### src/rtl/retire.sv
// In-order retirement stage: retires the ROB head entry into architectural state,
// runs stores through a data-memory handshake and flushes on a mispredicted branch.
module retire #(
  parameter int ROB_SIZE = 16
) (
  input  logic        clk,
  input  logic        reset,
  input  logic        rob_empty,
  // {valid, ready, value[31:0], dest[4:0], regwr, memwr, addr[31:0], mispredict}
  input  logic [73:0] head_entry,
  output logic [31:0] rob_head,
  output logic        rob_pop,
  output logic        rf_we,
  output logic [4:0]  rf_waddr,
  output logic [31:0] rf_wdata,
  output logic        mt_clear,
  output logic [4:0]  mt_clear_reg,
  output logic [31:0] mt_clear_tag,
  output logic        dmem_req,
  output logic [31:0] dmem_addr,
  output logic [31:0] dmem_wdata,
  input  logic        dmem_ack,
  output logic        flush,
  output logic [31:0] retired_count
);

  typedef enum logic [1:0] {RUN, STORE_WAIT, FLUSH} state_t;

  state_t      r_state, w_next;
  logic [31:0] r_head, r_count, r_dmem_addr, r_dmem_wdata, w_head_next;
  logic        r_dmem_req, w_allow;

  logic        w_valid, w_ready, w_regwr, w_memwr, w_mispredict;
  logic [31:0] w_value, w_addr;
  logic [4:0]  w_dest;

  assign w_valid      = head_entry[73];
  assign w_ready      = head_entry[72];
  assign w_value      = head_entry[71:40];
  assign w_dest       = head_entry[39:35];
  assign w_regwr      = head_entry[34];
  assign w_memwr      = head_entry[33];
  assign w_addr       = head_entry[32:1];
  assign w_mispredict = head_entry[0];

  // Gating with reset keeps every combinational output low while reset is held.
  assign w_allow     = !reset && !rob_empty && w_valid && w_ready;
  assign w_head_next = (r_head == 32'(ROB_SIZE)) ? 32'd1 : r_head + 32'd1;

  always_comb begin
    w_next       = r_state;
    rob_pop      = 1'b0;
    rf_we        = 1'b0;
    rf_waddr     = '0;
    rf_wdata     = '0;
    mt_clear     = 1'b0;
    mt_clear_reg = '0;
    mt_clear_tag = '0;
    flush        = 1'b0;
    case (r_state)
      RUN: begin
        if (w_allow) begin
          if (w_memwr) begin
            w_next = STORE_WAIT;
          end else begin
            rob_pop = 1'b1;
            if (w_regwr && w_dest != 5'd0) begin
              rf_we    = 1'b1;
              rf_waddr = w_dest;
              rf_wdata = w_value;
            end
            if (w_regwr) begin
              mt_clear     = 1'b1;
              mt_clear_reg = w_dest;
              mt_clear_tag = r_head;
            end
            if (w_mispredict) begin
              flush  = 1'b1;
              w_next = FLUSH;
            end
          end
        end
      end
      STORE_WAIT: begin
        if (w_allow && dmem_ack) begin
          rob_pop = 1'b1;
          w_next  = RUN;
        end
      end
      FLUSH:   w_next = RUN;
      default: w_next = RUN;
    endcase
  end

  always_ff @(posedge clk or posedge reset) begin
    if (reset) begin
      r_state      <= RUN;
      r_head       <= 32'd1;
      r_count      <= '0;
      r_dmem_req   <= 1'b0;
      r_dmem_addr  <= '0;
      r_dmem_wdata <= '0;
    end else begin
      r_state <= w_next;
      if (rob_pop) begin
        r_head  <= w_head_next;
        r_count <= r_count + 32'd1;
      end
      if (r_state == RUN && w_allow && w_memwr) begin
        r_dmem_req   <= 1'b1;
        r_dmem_addr  <= w_addr;
        r_dmem_wdata <= w_value;
      end else if (r_state == STORE_WAIT && rob_pop) begin
        r_dmem_req <= 1'b0;
      end
    end
  end

  assign rob_head      = r_head;
  assign retired_count = r_count;
  assign dmem_req      = r_dmem_req;
  assign dmem_addr     = r_dmem_addr;
  assign dmem_wdata    = r_dmem_wdata;

endmodule

### config.mk
export PLATFORM = sky130hd
export DESIGN_NAME = retire
export DESIGN_NICKNAME = d
export VERILOG_FILES = /design/src/rtl/retire.sv
export SDC_FILE = /design/constraint.sdc
export NUM_CORES = 1
export LEC_CHECK = 0
export CAP_MARGIN = 20
export CORE_MARGIN = 10
export CORE_UTILIZATION = 38
export DETAILED_ROUTE_END_ITERATION = 6
export GPL_ROUTABILITY_DRIVEN = 0
export PLACE_DENSITY = 0.81
export SLEW_MARGIN = 30
export SYNTH_ARGS = -nofsm -noshare
export SYNTH_HDL_FRONTEND = slang
export SYNTH_SLANG_ARGS = --single-unit
### constraint.sdc
create_clock -name clk -period 3.6 [get_ports clk]
set_input_delay 0.36 -clock clk [delete_from_list [all_inputs] [get_ports clk]]
set_output_delay 0.36 -clock clk [all_outputs]
set_load 0.005 [all_outputs]
==> results.sh <==
export IMPL_outcome="finished clean"
export IMPL_antenna_found_initial=0
export IMPL_critPathSlowestCell="clkdlybuf4s50_1"
export IMPL_synth_mux_area_share_pct=11.8
export IMPL_power_density_nw_per_um2=495
export IMPL_ys_warnings_count=0
export IMPL_fmaxAchievable_mhz=317
export IMPL_ant_nets=0
export IMPL_ir_worst_vdd_mv=0.288
export IMPL_crit_path_end_kind="primary output"
export IMPL_clock_sinks=131
export IMPL_p_leak_nw=4.13
export IMPL_crit_chain="clkdlybuf4s50_1 > and4bb_4 > nand2_2 > nor4b_4 > o21a_1 > buf_4 > and2_1 > clkdlybuf4s50_1"
export IMPL_die_width_um=147
export IMPL_finalNetCount=889
export IMPL_drc=0
export IMPL_setup_tns_ns=0
export IMPL_maxCapViolations=0
export IMPL_skew_ns=0.0115
export IMPL_placed_cells=1005
export IMPL_grt_max_degree=77
export IMPL_grt_pass1_vias=5214
export IMPL_rsz0062_at_grt="no"
export IMPL_cp_common_cell="clkdlybuf4s50_1"
export IMPL_synth_compound_area_share_pct=1.32
export IMPL_wl_per_cell_um=19.0
export IMPL_syn_area_sq_um=6080
export IMPL_numPortBuffers=284
export IMPL_diodes=0
export IMPL_yosysUniqueCellTypes=44
export IMPL_grt_pass1_wl_um=30800
export IMPL_postCtsHoldBufs=0
export IMPL_synthAdderAreaFrac_pct=0.617
export IMPL_slowest_delay_ns=0.52
export IMPL_crit_fanout=33
export IMPL_routed_wl_um=19700
export IMPL_grt_overflow=0
export IMPL_synthSimpleGateAreaFrac_pct=21.5
export IMPL_drt_iter0_drc=231
export IMPL_cts_tree="yes"
export IMPL_synthCells=520
export IMPL_start_kind="primary input"
export IMPL_max_slew_margin_pct=53.1
export IMPL_async_reset_ff_share_pct=100
export IMPL_synth_edf_count=0
export IMPL_synthToLayoutAreaGrowth_pct=60.8
export IMPL_dp_hpwl_um=15300
export IMPL_numCtsBuffers=17
export IMPL_holdWs_ns=0.290
export IMPL_layout_min_cycle_time_ns=3.15
export IMPL_ios=285
export IMPL_syn_nets=601
export IMPL_hold_viol=0
export IMPL_cts_root_buffer="clkbuf_16"
export IMPL_htreeDepth=4
export IMPL_synth_top_family_by_area="simple AND/OR/NAND/NOR gates"
export IMPL_clockBufferDepth=2
export IMPL_clk_pin_slew_ns=0.06
export IMPL_ff2ff_path_depth=6
export IMPL_synth_seq_area_share_pct=53.9
export IMPL_drt_vias_per_instance=4.85
export IMPL_die_y_um=147
export IMPL_final_layout_size_suffix_gt1_share_pct=14.1
export IMPL_synth_xor_area_share_pct=8.49
export IMPL_ys_seq_elements=131
export IMPL_cts_setup_buffers=0
export IMPL_crit_arrival_ns=2.79
export IMPL_drv_slew=0
export IMPL_cts_resized=0
export IMPL_drtPass1Iterations=4
export IMPL_required_ns=3.24
export IMPL_final_seq_area_sq_um=3280
export IMPL_ys_flop_type="dfrtp_1"
export IMPL_initial_core_util_pct=38.6
export IMPL_multi_input_area_sq_um=2670
export IMPL_vias=5034
export IMPL_fillers=1294
export IMPL_critical_path_class="in2out"
export IMPL_insertion_delay_ns=0.42
export IMPL_hold_path_class="in2async"
export IMPL_core_sq_um=15800
export IMPL_tightest_slew_ns=0.694
export IMPL_instances_no_fill=1037
export IMPL_setup_violations_final=0
export IMPL_dieArea_sq_um=21500
export IMPL_grtUsageTotal_pct=18.1
export IMPL_fin_crit_sh_pct=87.6
export IMPL_synth_avg_cell_area_sq_um=11.7
export IMPL_core_rowCount=46
## state kept, by name, summed over array words and instances, names as in the netlist
register	cells
dmem_wdata	32
rob_head	32
r_state	2
dmem_req	1
retired_count	32
dmem_addr	32
## metal layers
metal	GRT usage [%]	wire (um)
met1	20.9	8040
met2	31.1	10000
met3	6.21	1430
met4	4.95	247
met5	0	0
## cell usage in the layout (no fill, tap or decap), types with 3 or more instances in the layout
cell type        Yosys  layout
clkdlybuf4s50_1      0     284
dfrtp_1            130     130
and2_1              78      78
mux2_2              64      64
xnor2_1             35      35
nand3_1             27      27
nand2_1             26      26
xor2_1              24      24
nor2_1              21      21
nand4_1             17      17
clkbuf_16            0      17
nor3_1              11      11
inv_1               10       9
nor4_1               9       9
and3_1               7       7
nor4b_1              5       5
clkinvlp_4           0       5
a21oi_1              3       3
o21ai_0              3       3
a31oi_1              3       3
ha_1                 3       3
bufinv_16            0       3
buf_4                0       3
## synth_stat cells, types with 2 or more instances
| cell | n | area share (%) |
|---|---|---|
| a21oi_1 | 3 | 0.25 |
| a31oi_1 | 3 | 0.31 |
| and2_1 | 78 | 8.0 |
| and3_1 | 7 | 0.72 |
| and4_1 | 2 | 0.29 |
| buf_2 | 10 | 0.82 |
| clkbuf_1 | 6 | 0.37 |
| clkbuf_2 | 3 | 0.25 |
| dfrtp_1 | 130 | 53 |
| ha_1 | 3 | 0.62 |
| inv_1 | 10 | 0.62 |
| mux2_2 | 64 | 12 |
| nand2_1 | 26 | 1.6 |
| nand2b_1 | 2 | 0.21 |
| nand3_1 | 27 | 2.2 |
| nand4_1 | 17 | 1.7 |
| nor2_1 | 21 | 1.3 |
| nor3_1 | 11 | 0.90 |
| nor4_1 | 9 | 0.93 |
| nor4b_1 | 5 | 0.72 |
| o21ai_0 | 3 | 0.25 |
| xnor2_1 | 35 | 5.0 |
| xor2_1 | 24 | 3.5 |
## worst paths after layout
path	from	end	slack (ns)
worst max-delay path	reset	rf_wdata[2]	0.45
worst min-delay path	reset	dmem_addr[20]$_DFFE_PP0P_	0.29
worst max register to register	rob_head[0]$_DFFE_PP1P_	rob_head[30]$_DFFE_PP0P_	1.33
worst min register to register	r_state[1]$_DFFE_PP0P_	r_state[0]$_DFFE_PP0P_	0.45
max in group asynchronous	reset	rob_head[17]$_DFFE_PP0P_	2.46
min in group clk	r_state[1]$_DFFE_PP0P_	r_state[0]$_DFFE_PP0P_	0.45
## critical path, delay by kind of cell
family / cells / cell delay, ns
AO/OA/AOI/OAI: 1 / 0.16
AND/OR/NAND/NOR: 4 / 1.01
buffers and inverters: 3 / 1.25
## layout make-up
cell class	instances	area share (%)
flip-flops and latches	131	33.5
repair buffers	289	29.7
multi-input cells	358	27.3
clock buffers	21	4.71
well taps	216	2.76
clock inverters	11	1.55
inverters	11	0.460
## cells by family (layout without fill, tap and decap cells)
family,Yosys count,in the layout
adder cells (fa/ha/maj),3,3
buffers and inverters,31,332
AND/OR/NAND/NOR,219,219
flip-flops,131,131
multiplexers,64,64
AO/OA/AOI/OAI,13,13
XOR/XNOR,59,59
## per-stage QoR
step / setup slack [ns] / utilization (%) / cell area (sq um) / power [mW]
2_1_floorplan: 1.52 / - / 6090 / 2.30
3_3_place_gp: 0.535 / 58.1 / 9170 / 3.07
3_5_place_dp: 0.420 / 58.1 / 9170 / 3.11
4_1_cts: 0.408 / 62.0 / 9780 / 4.90
5_1_grt: 0.304 / 62.0 / 9780 / 5.07
6_report: 0.445 / 62.0 / 9780 / 4.84
## where the power goes
part | switching, mW | total [mW] | internal [mW] | leakage, nW
combinational | 0.377 | 1.11 | 0.738 | 2.14
clock | 0.651 | 1.78 | 1.13 | 0.286
sequential | 0.200 | 1.95 | 1.75 | 1.70
total | 1.23 | 4.84 | 3.61 | 4.13
Power figures use the tool's default switching activity.
